==> src/rtl/mano_ctrl_pkg.sv <==
// mano_ctrl_pkg: bus select codes, ALU ops, opcodes and the control-word struct for the Mano timing unit
package mano_ctrl_pkg;
    localparam logic [2:0] BUS_SEL_NONE = 3'd0;
    localparam logic [2:0] BUS_SEL_AR   = 3'd1;
    localparam logic [2:0] BUS_SEL_PC   = 3'd2;
    localparam logic [2:0] BUS_SEL_DR   = 3'd3;
    localparam logic [2:0] BUS_SEL_AC   = 3'd4;
    localparam logic [2:0] BUS_SEL_IR   = 3'd5;
    localparam logic [2:0] BUS_SEL_TR   = 3'd6;
    localparam logic [2:0] BUS_SEL_MEM  = 3'd7;

    localparam logic [1:0] ALU_OP_AND  = 2'd0;
    localparam logic [1:0] ALU_OP_ADD  = 2'd1;
    localparam logic [1:0] ALU_OP_PASS = 2'd2;

    localparam logic [2:0] OP_AND = 3'd0;
    localparam logic [2:0] OP_ADD = 3'd1;
    localparam logic [2:0] OP_LDA = 3'd2;
    localparam logic [2:0] OP_STA = 3'd3;
    localparam logic [2:0] OP_BUN = 3'd4;
    localparam logic [2:0] OP_BSA = 3'd5;
    localparam logic [2:0] OP_ISZ = 3'd6;
    localparam logic [2:0] OP_REG = 3'd7;

    typedef struct packed {
        logic [2:0] bus_sel;
        logic [1:0] alu_op;
        logic       ar_ld;
        logic       ar_inc;
        logic       ar_clr;
        logic       pc_ld;
        logic       pc_inc;
        logic       pc_clr;
        logic       dr_ld;
        logic       dr_inc;
        logic       ac_ld;
        logic       ir_ld;
        logic       tr_ld;
        logic       mem_rd;
        logic       mem_wr;
        logic       reg_ref;
        logic       io_ref;
        logic       ien_clr;
    } ctrl_t;
endpackage

==> src/rtl/mano_seq_counter.sv <==
// mano_seq_counter: sequence counter with inc/clr/hold and one-hot T decode, parked at 0 while disabled
module mano_seq_counter #(
    parameter int SC_W = 4
) (
    input  logic                 clk,
    input  logic                 rst_n,
    input  logic                 en,
    input  logic                 inc,
    input  logic                 clr,
    output logic [2**SC_W-1:0]   t
);
    localparam int N = 2**SC_W;

    logic [SC_W-1:0] sc;

    // Count while running; a disabled counter sits at 0 so T0 follows the enabling edge
    always_ff @(posedge clk or negedge rst_n) begin
        if (!rst_n) sc <= '0;
        else if (!en || clr) sc <= '0;
        else if (inc) sc <= sc + 1'b1;
    end

    assign t = en ? N'(1) << sc : '0;
endmodule

==> src/rtl/mano_timing_ctrl.sv <==
// mano_timing_ctrl: Mano basic-computer timing and control (SC, I, S, optional R via MANO_INTERRUPT_EN)
module mano_timing_ctrl
    import mano_ctrl_pkg::*;
#(
    parameter int SC_W = 4
) (
    input  logic                 clk,
    input  logic                 rst_n,
    input  logic                 start,
    input  logic [15:0]          ir,
    input  logic                 dr_zero,
    input  logic                 ien,
    input  logic                 fgi,
    input  logic                 fgo,
    output logic [2:0]           bus_sel,
    output logic                 ar_ld,
    output logic                 ar_inc,
    output logic                 ar_clr,
    output logic                 pc_ld,
    output logic                 pc_inc,
    output logic                 pc_clr,
    output logic                 dr_ld,
    output logic                 dr_inc,
    output logic                 ac_ld,
    output logic                 ir_ld,
    output logic                 tr_ld,
    output logic [1:0]           alu_op,
    output logic                 mem_rd,
    output logic                 mem_wr,
    output logic                 reg_ref,
    output logic                 io_ref,
    output logic                 ien_clr,
    output logic [2**SC_W-1:0]   t_state,
    output logic                 running
);
    logic s, i_ff, r, sc_clr, hlt, unused;
    logic [7:0] d;
    logic [2**SC_W-1:0] t;
    ctrl_t c;

    assign d = 8'b1 << ir[14:12];
    assign hlt = t[3] && d[OP_REG] && !i_ff && ir[0];

    mano_seq_counter #(.SC_W(SC_W)) u_sc (
        .clk(clk), .rst_n(rst_n), .en(s), .inc(!sc_clr), .clr(sc_clr), .t(t)
    );

    // Micro-operation decode; any T-state not explicitly continued wraps SC to 0
    always_comb begin
        c = '0;
        sc_clr = 1'b1;
        if (r && t[0]) begin
            c.bus_sel = BUS_SEL_PC;
            c.tr_ld = 1'b1;
            c.ar_clr = 1'b1;
            sc_clr = 1'b0;
        end else if (r && t[1]) begin
            c.bus_sel = BUS_SEL_TR;
            c.mem_wr = 1'b1;
            c.pc_clr = 1'b1;
            sc_clr = 1'b0;
        end else if (r && t[2]) begin
            c.pc_inc = 1'b1;
            c.ien_clr = 1'b1;
        end else if (t[0]) begin
            c.bus_sel = BUS_SEL_PC;
            c.ar_ld = 1'b1;
            sc_clr = 1'b0;
        end else if (t[1]) begin
            c.bus_sel = BUS_SEL_MEM;
            c.mem_rd = 1'b1;
            c.ir_ld = 1'b1;
            c.pc_inc = 1'b1;
            sc_clr = 1'b0;
        end else if (t[2]) begin
            c.bus_sel = BUS_SEL_IR;
            c.ar_ld = 1'b1;
            sc_clr = 1'b0;
        end else if (t[3]) begin
            c.reg_ref = d[OP_REG] && !i_ff;
            c.io_ref = d[OP_REG] && i_ff;
            c.bus_sel = (!d[OP_REG] && i_ff) ? BUS_SEL_MEM : BUS_SEL_NONE;
            c.mem_rd = !d[OP_REG] && i_ff;
            c.ar_ld = !d[OP_REG] && i_ff;
            sc_clr = d[OP_REG];
        end else if (t[4]) begin
            c.bus_sel = (d[OP_AND] || d[OP_ADD] || d[OP_LDA] || d[OP_ISZ]) ? BUS_SEL_MEM :
                        d[OP_STA] ? BUS_SEL_AC : d[OP_BUN] ? BUS_SEL_AR : d[OP_BSA] ? BUS_SEL_PC : BUS_SEL_NONE;
            c.mem_rd = d[OP_AND] || d[OP_ADD] || d[OP_LDA] || d[OP_ISZ];
            c.dr_ld = c.mem_rd;
            c.mem_wr = d[OP_STA] || d[OP_BSA];
            c.pc_ld = d[OP_BUN];
            c.ar_inc = d[OP_BSA];
            sc_clr = !(c.mem_rd || d[OP_BSA]);
        end else if (t[5]) begin
            c.bus_sel = d[OP_LDA] ? BUS_SEL_DR : d[OP_BSA] ? BUS_SEL_AR : BUS_SEL_NONE;
            c.alu_op = d[OP_ADD] ? ALU_OP_ADD : d[OP_LDA] ? ALU_OP_PASS : ALU_OP_AND;
            c.ac_ld = d[OP_AND] || d[OP_ADD] || d[OP_LDA];
            c.pc_ld = d[OP_BSA];
            c.dr_inc = d[OP_ISZ];
            sc_clr = !d[OP_ISZ];
        end else if (t[6]) begin
            c.bus_sel = d[OP_ISZ] ? BUS_SEL_DR : BUS_SEL_NONE;
            c.mem_wr = d[OP_ISZ];
            c.pc_inc = d[OP_ISZ] && dr_zero;
        end
    end

    // S starts on a pulse while idle and drops on HLT; I latches the indirect bit after fetch
    always_ff @(posedge clk or negedge rst_n) begin
        if (!rst_n) begin
            s <= 1'b0;
            i_ff <= 1'b0;
        end else begin
            s <= s ? !hlt : start;
            if (t[2] && !r) i_ff <= ir[15];
        end
    end

`ifdef MANO_INTERRUPT_EN
    // R arms once past decode and is retired at the end of the interrupt cycle
    always_ff @(posedge clk or negedge rst_n) begin
        if (!rst_n) r <= 1'b0;
        else if (r && t[2]) r <= 1'b0;
        else if (!r && (|t[2**SC_W-1:3]) && ien && (fgi || fgo)) r <= 1'b1;
    end
    assign unused = ^ir[11:1];
`else
    assign r = 1'b0;
    assign unused = ^{ir[11:1], ien, fgi, fgo};
`endif

    assign bus_sel = c.bus_sel;
    assign alu_op = c.alu_op;
    assign ar_ld = c.ar_ld;
    assign ar_inc = c.ar_inc;
    assign ar_clr = c.ar_clr;
    assign pc_ld = c.pc_ld;
    assign pc_inc = c.pc_inc;
    assign pc_clr = c.pc_clr;
    assign dr_ld = c.dr_ld;
    assign dr_inc = c.dr_inc;
    assign ac_ld = c.ac_ld;
    assign ir_ld = c.ir_ld;
    assign tr_ld = c.tr_ld;
    assign mem_rd = c.mem_rd;
    assign mem_wr = c.mem_wr;
    assign reg_ref = c.reg_ref;
    assign io_ref = c.io_ref;
    assign ien_clr = c.ien_clr;
    assign t_state = t;
    assign running = s;
endmodule
==> config.mk <==
export PLATFORM = sky130hd
export DESIGN_NAME = mano_timing_ctrl
export DESIGN_NICKNAME = d
export VERILOG_FILES = /design/src/rtl/mano_ctrl_pkg.sv /design/src/rtl/mano_seq_counter.sv /design/src/rtl/mano_timing_ctrl.sv
export SDC_FILE = /design/constraint.sdc
export NUM_CORES = 1
export LEC_CHECK = 0
export BUFFER_PORTS_ARGS = -buffer_cell sky130_fd_sc_hd__buf_2
export CORE_ASPECT_RATIO = 0.8
export CORE_MARGIN = 2
export CORE_UTILIZATION = 38
export CTS_CLUSTER_DIAMETER = 100
export CTS_CLUSTER_SIZE = 25
export DETAILED_ROUTE_END_ITERATION = 8
export PLACE_DENSITY = 0.77
export SYNTH_ARGS = -nofsm -noshare
export SYNTH_HDL_FRONTEND = slang
export SYNTH_HIERARCHICAL = 1
export SYNTH_SLANG_ARGS = --single-unit
==> constraint.sdc <==
create_clock -name clk -period 2.1 [get_ports clk]
set_input_delay 0.21 -clock clk [delete_from_list [all_inputs] [get_ports clk]]
set_output_delay 0.21 -clock clk [all_outputs]
set_load 0.02 [all_outputs]
**Word level (Yosys, flattened, before mapping)**

Cells that the tools add are included.
Widths: inputs -> output; s select.

- Muxes and demuxes: 68
- Shifts and indexed selects: 2
- $add $sub $neg: 1
- Reduce and logical (&&, ||, !) cells: 19
- Equal/unequal tests: 1

Operators by type and width:

| operator | count |
|---|---|
| $mux 3 | 13 |
| $mux 2 | 18 |
| $mux 1 | 30 |
| $mux 4 | 6 |
| $mux 16 | 1 |
| $shl 1x4->16 const A | 1 |
| $shl 1x3->8 const A | 1 |
| $logic_and 1x1->1 | 7 |
| $logic_not 1->1 | 6 |
| $logic_or 1x1->1 | 6 |
| $add 4x1->4 const B | 1 |
| $ne 2x2->1 const B | 1 |

- Bits in registers: 6
- Output and inout bits: 38
- Input port bits: 23

**Depth between registers and ports, before layout**

Gate-level depths: netlist (run 1).

- Word-level depth: 13
- Mapped depth: 12

**Cells and area by module**

The synthesis (run 1) kept the hierarchy.

Modules (own cells, without submodules):

| module | seq. area each (um^2) | area an instance (um^2) | cells an instance | instances |
|---|---|---|---|---|
| mano_timing_ctrl | 50.0 | 525.5 | 81 | 1 |
| mano_seq_counter | 100.1 | 397.9 | 54 | 1 |

**Worst setup path after synthesis (run 1)**

OpenSTA, ideal clock, no wires.

- Path kind: reg-to-output
- Start: register s, in the netlist running
- End: output pc_ld
- Path slack: -506 ps
- Cell stages (with the launch flop): 6
- Data required time: 1890 ps
- Arrival time: 2396 ps
- Path buffers: 0
- Cell sequence: dfrtp_1 or2b_1 nor2_1 nor2b_1 mux2i_1 nor4b_1

- Word-level cells in the longest chain between the ends: 7

Ends and longest elaborated chain:

| element | line | source |
|---|---|---|
| start: declaration | mano_timing_ctrl.sv:36 | `logic s, i_ff, r, sc_clr, hlt, unused;` |
| start signal: assignment | mano_timing_ctrl.sv:115 | `s <= s ? !hlt : start;` |
| $mux 16 | mano_seq_counter.sv:23 | `assign t = en ? N'(1) << sc : '0;` |
| net t_state[5] | mano_timing_ctrl.sv:33 | `output logic [2**SC_W-1:0] t_state,` |
| $mux 1 | mano_timing_ctrl.sv:95 | `end else if (t[5]) begin` |
| $mux 1 | mano_timing_ctrl.sv:86 | `end else if (t[4]) begin` |
| $mux 2 | mano_timing_ctrl.sv:79 | `end else if (t[3]) begin` |
| $mux 2 | mano_timing_ctrl.sv:75 | `end else if (t[2]) begin` |
| $mux 1 | mano_timing_ctrl.sv:69 | `end else if (t[1]) begin` |
| $mux 2 | mano_timing_ctrl.sv:65 | `end else if (t[0]) begin` |
| end: declaration | mano_timing_ctrl.sv:19 | `output logic pc_ld,` |

The timed path passes the listed nets, and every way through them passes these cells.

**Worst setup path in the final report (run 1)**

- Start: register u_sc.sc[0]
- End: output pc_inc

- Word-level cells in the longest chain between the ends: 9

Ends and longest elaborated chain:

| element | line | source |
|---|---|---|
| start: declaration | mano_seq_counter.sv:14 | `logic [SC_W-1:0] sc;` |
| start signal: assignment | mano_seq_counter.sv:20 | `else if (inc) sc <= sc + 1'b1;` |
| $shl 1x4->16 * | mano_seq_counter.sv:23 |  |
| $mux 16 * | mano_seq_counter.sv:23 |  |
| $mux 1 | mano_timing_ctrl.sv:102 | `end else if (t[6]) begin` |
| $mux 1 | mano_timing_ctrl.sv:95 |  |
| $mux 1 | mano_timing_ctrl.sv:86 |  |
| $mux 2 | mano_timing_ctrl.sv:79 |  |
| $mux 2 | mano_timing_ctrl.sv:75 |  |
| $mux 1 | mano_timing_ctrl.sv:69 |  |
| $mux 2 * | mano_timing_ctrl.sv:65 |  |
| end: declaration | mano_timing_ctrl.sv:20 | `output logic pc_inc,` |

Mark *: on every way between the ends. The rest lies on a longest branch, timed or not.

==> out/metrics.cfg, run 1 <==
[placed_design]
dp_hpwl_um=2299
gp_congestion=0.8628
pre_cts_ws_ns=-0.07248
portBuffers=42
place_inst=211

[power_and_ir_drop]
power_density_nw_per_um2=1310
power.leakage_nw=0.9455
vdd_drop_max_uv=999.1
report.power.total_mw=2.636

[grt]
grt_first_pass_wirelength_um=6913
grt_max_degree=17
antenna_found_initial=0
grt_pass1_vias=1374
grt_overflow_total=0
grt_use_total_pct=33.16

[detailed_routing]
drt_iter0_drc=172
first_pass_iters=6
routed_wl_um=5578
routedWlPerCell_um=22.22
via_per_inst=6.386
antenna_left=0
via_count=1603
drc_errors=0

[finish]
fin_util_pct=90.08
drive_gt1_share_pct=67.26
n_antenna_cell=0
final_common_cell=buf_4
area_growth_pct=117.9
layout.nets=256
nFillCells=96
fin_cells=251
layout.cells.most_common_list=buf_4 (52), buf_2 (27), buf_6 (14)

[synthesis]
syn_avg_cell_area_um2=6.840
synthCells=135
yosysSeqAreaShare_pct=16.26
yosys_warnings=6
netlist_area_um2=923.4
ys_ff_latch=6
synth_cell_types=43

[setup_path]
cp-start-kind=flip-flop
startpoint=u_sc/sc[0]
crit_type=flip-flop to output pin
r2r-start=u_sc/sc[0]
endpoint_kind=output pin
path_depth=9
r2r_cells=10
crit_chain=inv_4 > ha_4 > nand2_4 > nor2_4 > nand2b_4 > or2_4 > or3_4 > o21ai_2 > buf_6
crit_required_ns=1.89
path_max_fanout=4
arrival_ns=2.24
r2r_slack_ns=-0.22
cp_num_buf_inv=2
cpLargestDelayFamily=simple AND/OR/NAND/NOR gates
slowest_delay_ns=0.46
crit_path_top_delay_cell=dfrtp_2

[clock_tree]
clock_latency_ns=0.26
cts_made_buffers=3
clock_path_buffers=2
cts_root_buffer=clkbuf_4
clkTransAtPathRegs_ns=0.05
htreeDepth=1
numClockSinks=6
cts_tree=yes

[floorplanning]
io_pins=61
die_area_um2=2843
die_y_um=48.09
core_um2=2233
die_width_um=59.12
rows=15
initial_core_util_pct=41.34

[sta]
setup_viol=21
fin_setup_tns_ns=-4.677
max_freq_mhz=408.9
period_needed_ns=2.445
rsz0062_at_grt=true
clock_skew_ns=0.001827
report.final.hold_viol_count=0
fin_crit_sh_pct=116.5
maxSlewViolCount=0
layout_setup_ws_ns=-0.3455

[flow_run]
max-cap-violations=0

[status]
violations=setup timing
status=finished with violations

[worst_hold_path]
hold_depth=2
hold_class=primary input to flip-flop
hp-start=start

-- through the flow --
step	instance area [um^2]	hold WS, ns
floorplan	1061	-0.08559
global placement	1359	0.03853
detailed placement	1359	0.04140
CTS	1836	0.1776
global route	2012	0.1801
finish	2012	0.1782
-- metal layers --
| metal | global-route usage (%) | routed length, um | vias to the layer above |
|---|---|---|---|
| met5 | 0 | 0 | - |
| met4 | 13.18 | 335 | 0 |
| met3 | 5.836 | 596 | 46 |
| met2 | 56.44 | 2584 | 153 |
| met1 | 42.93 | 2062 | 756 |
| li1 | - | - | 648 |
-- cells in the mapped netlist --
cell type  instances  share of area [%]
or4_1              1               0.81
o21ai_1            2                1.1
nand2b_1          10                6.8
or3b_1             1               0.95
clkbuf_1           4                1.6
a31oi_1            1               0.68
a31o_2             1               0.95
or2_1              1               0.68
a2111oi_0          1               0.95
buf_4              4                3.3
buf_2              3                1.6
o211ai_1           2                1.6
o32a_1             1                1.1
and3_2             1               0.81
conb_1             1               0.41
dfrtp_1            6                 16
nand3_1            4                2.2
o21a_1             1               0.81
inv_2              1               0.41
nor3b_1            2                1.6
nand3b_1           4                3.3
inv_1              5                2.0
or3_1              1               0.68
nor4b_1            2                1.9
a31o_1             1               0.95
or2b_1             2                1.6
xor2_1             1               0.95
and2_1             1               0.68
nor3_1             5                2.7
mux2i_1            3                3.3
o22ai_1            1               0.68
ha_1               6                8.1
o21ai_0            1               0.54
xnor2_1            1               0.95
a211o_1            1               0.95
nor4_1             3                2.0
buf_6              1                1.2
nor2b_1            3                2.0
nand4_1            2                1.4
mux2_2             1                1.2
nand2_1           13                5.3
a21oi_1            9                4.9
nor2_1            20                8.1
-- final timing paths --
check | to
max | pc_inc
min | running
max reg2reg | u_sc/sc[3]
min reg2reg | i_ff
max in group asynchronous | u_sc/sc[2]
min in group asynchronous | i_ff
-- cell type report --
cell class | instances | area, um^2 | area share [%]
Clock buffer | 4 | 26.28 | 1.306
Timing Repair Buffer | 96 | 733.2 | 36.44
Sequential cell | 6 | 155.1 | 7.711
Inverter | 6 | 25.02 | 1.244
Tap cell | 25 | 31.28 | 1.555
Multi-Input combinational cell | 114 | 1041 | 51.74
-- where the power goes --
| group | internal (mW) | switching [mW] | total, mW |
|---|---|---|---|
| Combinational | 1.06 | 1.23 | 2.29 |
| Clock | 0.0728 | 0.0539 | 0.127 |
| Sequential | 0.157 | 0.0634 | 0.220 |
-- worst register-to-register path: stages (launching register included) --
cell and delay [ns]:
dfrtp_2 0.43, ha_2 0.22, ha_2 0.19, nand2_2 0.07
nor2_4 0.27, nor3_1 0.09, a21oi_1 0.14, o22ai_1 0.13
and2_1 0.20, or3b_1 0.36, mux2i_1 0.14
-- flip-flops by register name (all words and copies together), names as in the netlist --
signal and count:
u_sc/sc 4, i_ff 1, running 1
-- cells by family after synthesis --
group | Yosys count | synth area share [%]
DFF | 6 | 16.26
adders and majority gates | 6 | 8.130
xor gates and xnor gates | 2 | 1.897
and+or+nand+nor | 76 | 43.50
other | 1 | 0.4061
buffers and inverters | 18 | 10.16
AOI/OAI and AO/OA | 22 | 15.18
muxes | 4 | 4.472
-- what timing repair did --
action                                 CTS  global route
resized for setup                       62            22
endpoints found under the hold margin    6             0
hold buffers                             1             0
buffers inserted                        28             7
pin swaps                               19             8
setup endpoints to repair               18            22
(Power assumes the default switching activity.)
==> run 2, diff against run 1 <==
--- a/config.mk
+++ b/config.mk
@@ -12,7 +12,7 @@
 export CTS_CLUSTER_DIAMETER = 100
 export CTS_CLUSTER_SIZE = 25
 export DETAILED_ROUTE_END_ITERATION = 8
-export PLACE_DENSITY = 0.77
+export PLACE_DENSITY = 0.87
 export SYNTH_ARGS = -nofsm -noshare
 export SYNTH_HDL_FRONTEND = slang
 export SYNTH_HIERARCHICAL = 1
==> out/metrics.cfg, run 2 (synthesized netlist as in run 1, its figures left out) <==
[grt]
grt_use_total_pct=26.46  ; -6.7 points
grt_first_pass_wirelength_um=5540  ; -20%
antenna_found_initial=0  ; unchanged
grt_pass1_vias=1143  ; -17%
grt_max_degree=17  ; unchanged
grt_overflow_total=0  ; unchanged

[placed_design]
portBuffers=42  ; unchanged
dp_hpwl_um=2319  ; +0.88%
place_area_um2=1359  ; unchanged
gp_congestion=0.9790  ; +13%
place_inst=211  ; unchanged

[clock_tree]
cts_tree=yes
numClockSinks=6  ; unchanged
clkTransAtPathRegs_ns=0.05  ; about the same
clock_path_buffers=2  ; unchanged
cts_made_buffers=3  ; unchanged
clock_latency_ns=0.26  ; about the same
cts_root_buffer=clkbuf_4
htreeDepth=1  ; unchanged

[sta]
clock_skew_ns=0.0009384  ; -0.0008888 ns
setup_viol=22  ; +4.8%
layout_setup_ws_ns=-0.4172  ; -0.07176 ns
hold_slack_ns=0.1727  ; -0.005545 ns
maxSlewViolCount=0  ; unchanged
period_needed_ns=2.517  ; +0.07176 ns
rsz0062_at_grt=true
max_freq_mhz=397.3  ; -2.9%
fin_crit_sh_pct=119.9  ; +3.4 points
report.final.hold_viol_count=0  ; unchanged

[finish]
fin_cells=236  ; -6.0%
nFillCells=128  ; +33%
layout.cells.most_common_list=buf_4 (40), buf_2 (31), nor2_1 (12)
area_growth_pct=91.33
regMostFlops=u_sc/sc
fin_util_pct=79.10  ; -11 points
drive_gt1_share_pct=61.14  ; -6.1 points
final_common_cell=buf_4
layout.nets=241  ; -5.9%
n_antenna_cell=0  ; unchanged
design_area_um2=1767  ; -12%
largest_reg_flops=4  ; unchanged

[power_and_ir_drop]
power_density_nw_per_um2=1249  ; -4.7%
report.power.total_mw=2.207  ; -16%
vdd_drop_max_uv=770.3  ; -23%
power.leakage_nw=0.8466  ; -10%

[floorplanning]
die_y_um=48.09  ; unchanged
rows=15  ; unchanged
die_width_um=59.12  ; unchanged
initial_core_util_pct=41.34  ; unchanged
die_area_um2=2843  ; unchanged
io_pins=61  ; unchanged
core_um2=2233  ; unchanged

[setup_path]
cp-start-kind=flip-flop
crit_required_ns=1.89  ; about the same
path_max_fanout=5  ; +1
regToRegEndpoint=u_sc/sc[3]
r2r_cells=12  ; +2
r2r-start=u_sc/sc[0]
crit_type=flip-flop to output pin
arrival_ns=2.31  ; +0.07 ns
r2r_slack_ns=-0.32  ; -0.10 ns
endpoint_kind=output pin

[detailed_routing]
routedWlPerCell_um=18.55  ; -17%
drt_iter0_drc=103  ; -40%
routed_wl_um=4377  ; -22%
via_per_inst=6.131  ; -4.0%
antenna_left=0  ; unchanged
first_pass_iters=5  ; -1
via_count=1447  ; -9.7%
drc_errors=0  ; unchanged

[worst_hold_path]
hold_depth=2  ; unchanged
hold_class=primary input to flip-flop
hp-start=start
holdPathEnd=running

[flow_run]
max-cap-violations=0  ; unchanged

[status]
violations=setup timing
status=finished with violations

## run 2: cell count changes in the layout (fill, tap and decap cells not counted), moves of 2 or more
cell	before	now
buf_4	52	40
buf_6	14	7
buf_2	27	31
a21oi_1	4	6
a21oi_4	3	1
nor2_2	0	2
nor2_4	8	6
## run 2: worst max-delay path by stage
stage | start | to | slack (ns)
3_5_place_dp | u_sc/sc[1] | pc_inc | -0.08
3_3_place_gp | u_sc/sc[1] | pc_inc | -0.004
4_1_cts | u_sc/sc[0] | pc_inc | -0.22
2_1_floorplan | u_sc/sc[0] | mem_wr | -0.06
5_1_grt | u_sc/sc[0] | bus_sel[1] | -0.45
6_report | u_sc/sc[0] | bus_sel[1] | -0.42
## run 2: area by class of cell
| type | count | area, um^2 | share of cell area [%] |
|---|---|---|---|
| sequential | 6 | 153.9 | 8.711 |
| multi-input combinational | 114 | 948.4 | 53.68 |
| inverter | 6 | 22.52 | 1.275 |
| clock buffer | 4 | 26.28 | 1.487 |
| tap | 25 | 31.28 | 1.771 |
| timing repair buffer | 81 | 584.3 | 33.07 |
## run 2: metrics by stage
step / TNS [ns] / setup slack [ns]
2_1_floorplan: -0.2246 / -0.06231
3_3_place_gp: -0.006432 / -0.003593
3_5_place_dp: -0.5628 / -0.08449
4_1_cts: -2.398 / -0.2221
5_1_grt: -6.544 / -0.4464
6_report: -5.142 / -0.4172
## run 2: layer usage
layer	track usage [%]	vias to the layer above	share of wire [%]
li1	-	613	-
met1	35.90	679	39
met2	43.33	129	46
met3	5.305	26	11
met4	8.182	0	3.6
met5	0	-	0
## run 2: critical path, cell delays in order, from the launching register on
cell and delay [ns]:
dfrtp_2 0.45, inv_2 0.11, ha_1 0.20, nand2_2 0.09
nor2_4 0.16, nand3b_1 0.12, o21a_1 0.14, a2111oi_2 0.44
or4_1 0.18, buf_4 0.14
## run 2: where the power goes
part	leakage, nW	internal [mW]	switching [mW]
Sequential	0.0706	0.156	0.0595
Clock	0.0150	0.0726	0.0513
Combinational	0.761	0.825	1.04
Total	0.847	1.05	1.15
## run 2: repair_timing
item / in CTS / in global routing
resized for setup: 37 / 16
hold endpoints to repair: 6 / 0
setup endpoints to repair: 17 / 22
hold buffers: 1 / 0
buffers inserted: 15 / 5
pin swaps: 11 / 6
==> run 3, diff against run 2 <==
--- a/config.mk
+++ b/config.mk
@@ -8,11 +8,11 @@
 export BUFFER_PORTS_ARGS = -buffer_cell sky130_fd_sc_hd__buf_2
 export CORE_ASPECT_RATIO = 0.8
 export CORE_MARGIN = 2
-export CORE_UTILIZATION = 38
+export CORE_UTILIZATION = 45
 export CTS_CLUSTER_DIAMETER = 100
 export CTS_CLUSTER_SIZE = 25
 export DETAILED_ROUTE_END_ITERATION = 8
-export PLACE_DENSITY = 0.87
+export PLACE_DENSITY = 0.95
 export SYNTH_ARGS = -nofsm -noshare
 export SYNTH_HDL_FRONTEND = slang
 export SYNTH_HIERARCHICAL = 1
==> constraint.sdc (replaced) <==
create_clock -name clk -period 3.1 [get_ports clk]
set_input_delay 0.31 -clock clk [delete_from_list [all_inputs] [get_ports clk]]
set_output_delay 0.31 -clock clk [all_outputs]
set_load 0.02 [all_outputs]
==> out/metrics.cfg, run 3 (synthesized netlist as in run 1, its figures left out) <==
[status]
status=finished, final reports clean

[finish]
layout.nets=206  ; -15%
largest_reg_flops=4  ; unchanged
regMostFlops=u_sc/sc
area_growth_pct=25.47
seq_area_um2=150.1  ; -2.4%
n_antenna_cell=0  ; unchanged
final_common_cell=buf_2
nFillCells=174  ; +36%
layout.cells.most_common_list=buf_2 (42), nor2_1 (20), nand2_1 (13)
drive_gt1_share_pct=29.71  ; -31 points
fin_cells=199  ; -16%
multiInputGateArea_um2=690.7  ; -27%

[setup_path]
r2r-start=u_sc/sc[0]
r2r_cells=10  ; -2
crit_required_ns=2.79  ; +0.90 ns
regToRegEndpoint=u_sc/sc[3]
crit_path_top_delay_cell=dfrtp_1
arrival_ns=2.46  ; +0.15 ns
cp-start-kind=flip-flop
crit_path_end=bus_sel[1]
r2r_slack_ns=0.60  ; +0.92 ns
path_depth=7  ; -2
path_max_fanout=12  ; +7
slowest_delay_ns=0.54  ; +0.09 ns
crit_type=flip-flop to output pin
startpoint=running
cpLargestDelayFamily=simple AND/OR/NAND/NOR gates
crit_chain=or2b_1 > nor2_1 > nand2b_1 > or2_1 > a2111oi_0 > or4_1 > buf_2
cp_num_buf_inv=1  ; -1
endpoint_kind=output pin

[grt]
grt_max_degree=17  ; unchanged
grt_first_pass_wirelength_um=3574  ; -35%
grt_overflow_total=0  ; unchanged
grt_use_total_pct=19.78  ; -6.7 points
antenna_found_initial=0  ; unchanged
grt_pass1_vias=792  ; -31%

[power_and_ir_drop]
p_clk_share_pct=7.8  ; +2.2 points
p_int_mw=0.4076  ; -61%
switching_power_mw=0.5044  ; -56%
power_density_nw_per_um2=787.2  ; -37%
switching_share_pct=55.31  ; +3.0 points
pwr-share-seq_pct=15.1  ; +5.3 points
vdd_drop_max_uv=561.7  ; -27%
combinationalPowerShare_pct=77.1  ; -7.5 points
power.leakage_nw=0.6093  ; -28%

[detailed_routing]
drc_errors=0  ; unchanged
antenna_left=0  ; unchanged
first_pass_iters=4  ; -1
routed_wl_um=2361  ; -46%
via_count=1057  ; -27%
routedWlPerCell_um=11.86  ; -36%
via_per_inst=5.312  ; -13%
drt_iter0_drc=41  ; -60%

[sta]
fin_setup_tns_ns=0  ; +5.142 ns
relSlewSlack_pct=54.46
setup_viol=0  ; -100%
period_needed_ns=2.775
fin_crit_sh_pct=89.50
max_freq_mhz=360.4
maxSlewViolCount=0  ; unchanged
rsz0062_at_grt=false
report.final.hold_viol_count=0  ; unchanged
clock_skew_ns=0.007159  ; +0.006221 ns
layout_setup_ws_ns=0.3255  ; +0.7427 ns
worst_slew_pin_slew_ns=0.6806

[placed_design]
place_inst=195  ; -7.6%
portBuffers=42  ; unchanged
dp_hpwl_um=1785  ; -23%
pre_cts_ws_ns=0.6237  ; +0.7081 ns
gp_congestion=0.8938  ; -8.7%

[floorplanning]
core_um2=1909  ; -15%
die_area_um2=2433  ; -14%
io_pins=61  ; unchanged
die_y_um=44.52  ; -7.4%
initial_core_util_pct=48.36  ; +7.0 points
die_width_um=54.65  ; -7.6%
rows=14  ; -1

[worst_hold_path]
hold_class=primary input to flip-flop
hp-start=start

[clock_tree]
cts_made_buffers=3  ; unchanged
cts_tree=yes
clock_path_buffers=2  ; unchanged
numClockSinks=6  ; unchanged
clkTransAtPathRegs_ns=0.04  ; about the same
clock_latency_ns=0.25  ; about the same
cts_root_buffer=clkbuf_4
htreeDepth=1  ; unchanged
cts_hold_buf=1  ; unchanged
cts_resized=0  ; -100%
post_cts_buffers=0  ; -15

[flow_run]
max-cap-violations=0  ; unchanged

==> run 3: per-stage QoR <==
stage	util [%]	total power, mW	hold WS [ns]	cell area (um^2)
4_1_cts	60.68	0.9111	0.2943	1159
3_3_place_gp	58.98	0.8194	0.1351	1126
3_5_place_dp	58.98	0.8322	0.1371	1126
6_report	60.68	0.9121	0.2986	1159
5_1_grt	60.68	0.9916	0.2946	1159
2_1_floorplan	-	0.6489	0.01441	934.6
==> run 3: per-layer routing <==
layer  up-vias  part of all wire (%)  track usage, %
met4         0                     0           4.500
li1        540                     -               -
met2        41                    45           29.05
met5         -                     0               0
met1       476                    48           29.40
met3         0                   6.7           4.054
==> run 3: how the worst min path moves through the flow <==
stage                     cells after the start  slack, ns    endpoint
after floorplan                               0       0.01        i_ff
after global placement                        1       0.14     running
after detailed placement                      1       0.14  u_sc/sc[1]
after CTS                                     2       0.29        i_ff
after global routing                          2       0.29     running
final                                         2       0.30     running
==> run 3: worst reg2reg max path, stage by stage, from the launching register on <==
cell and delay (ns):
dfrtp_1 0.43, ha_1 0.21, ha_1 0.17, nand2_1 0.05, nor2_1 0.53, nor3_1 0.09
a21oi_1 0.14, o22ai_1 0.11, and2_1 0.22, or3b_1 0.35, mux2i_1 0.13
==> run 3: cell type report <==
type,count,area share [%]
Multi-Input combinational cell,114,59.61
Timing Repair Buffer,46,20.95
Sequential cell,6,12.96
Tap cell,24,2.592
Clock buffer,3,1.944
Inverter,6,1.944
==> run 3: power by group through the flow <==
stage	combinational, mW	sequential [mW]	clock (mW)
after floorplan	0.525	0.124	0
after global placement	0.684	0.136	0
after detailed placement	0.695	0.138	0
after CTS	0.699	0.138	0.0747
after global routing	0.765	0.145	0.0815
final	0.703	0.138	0.0715
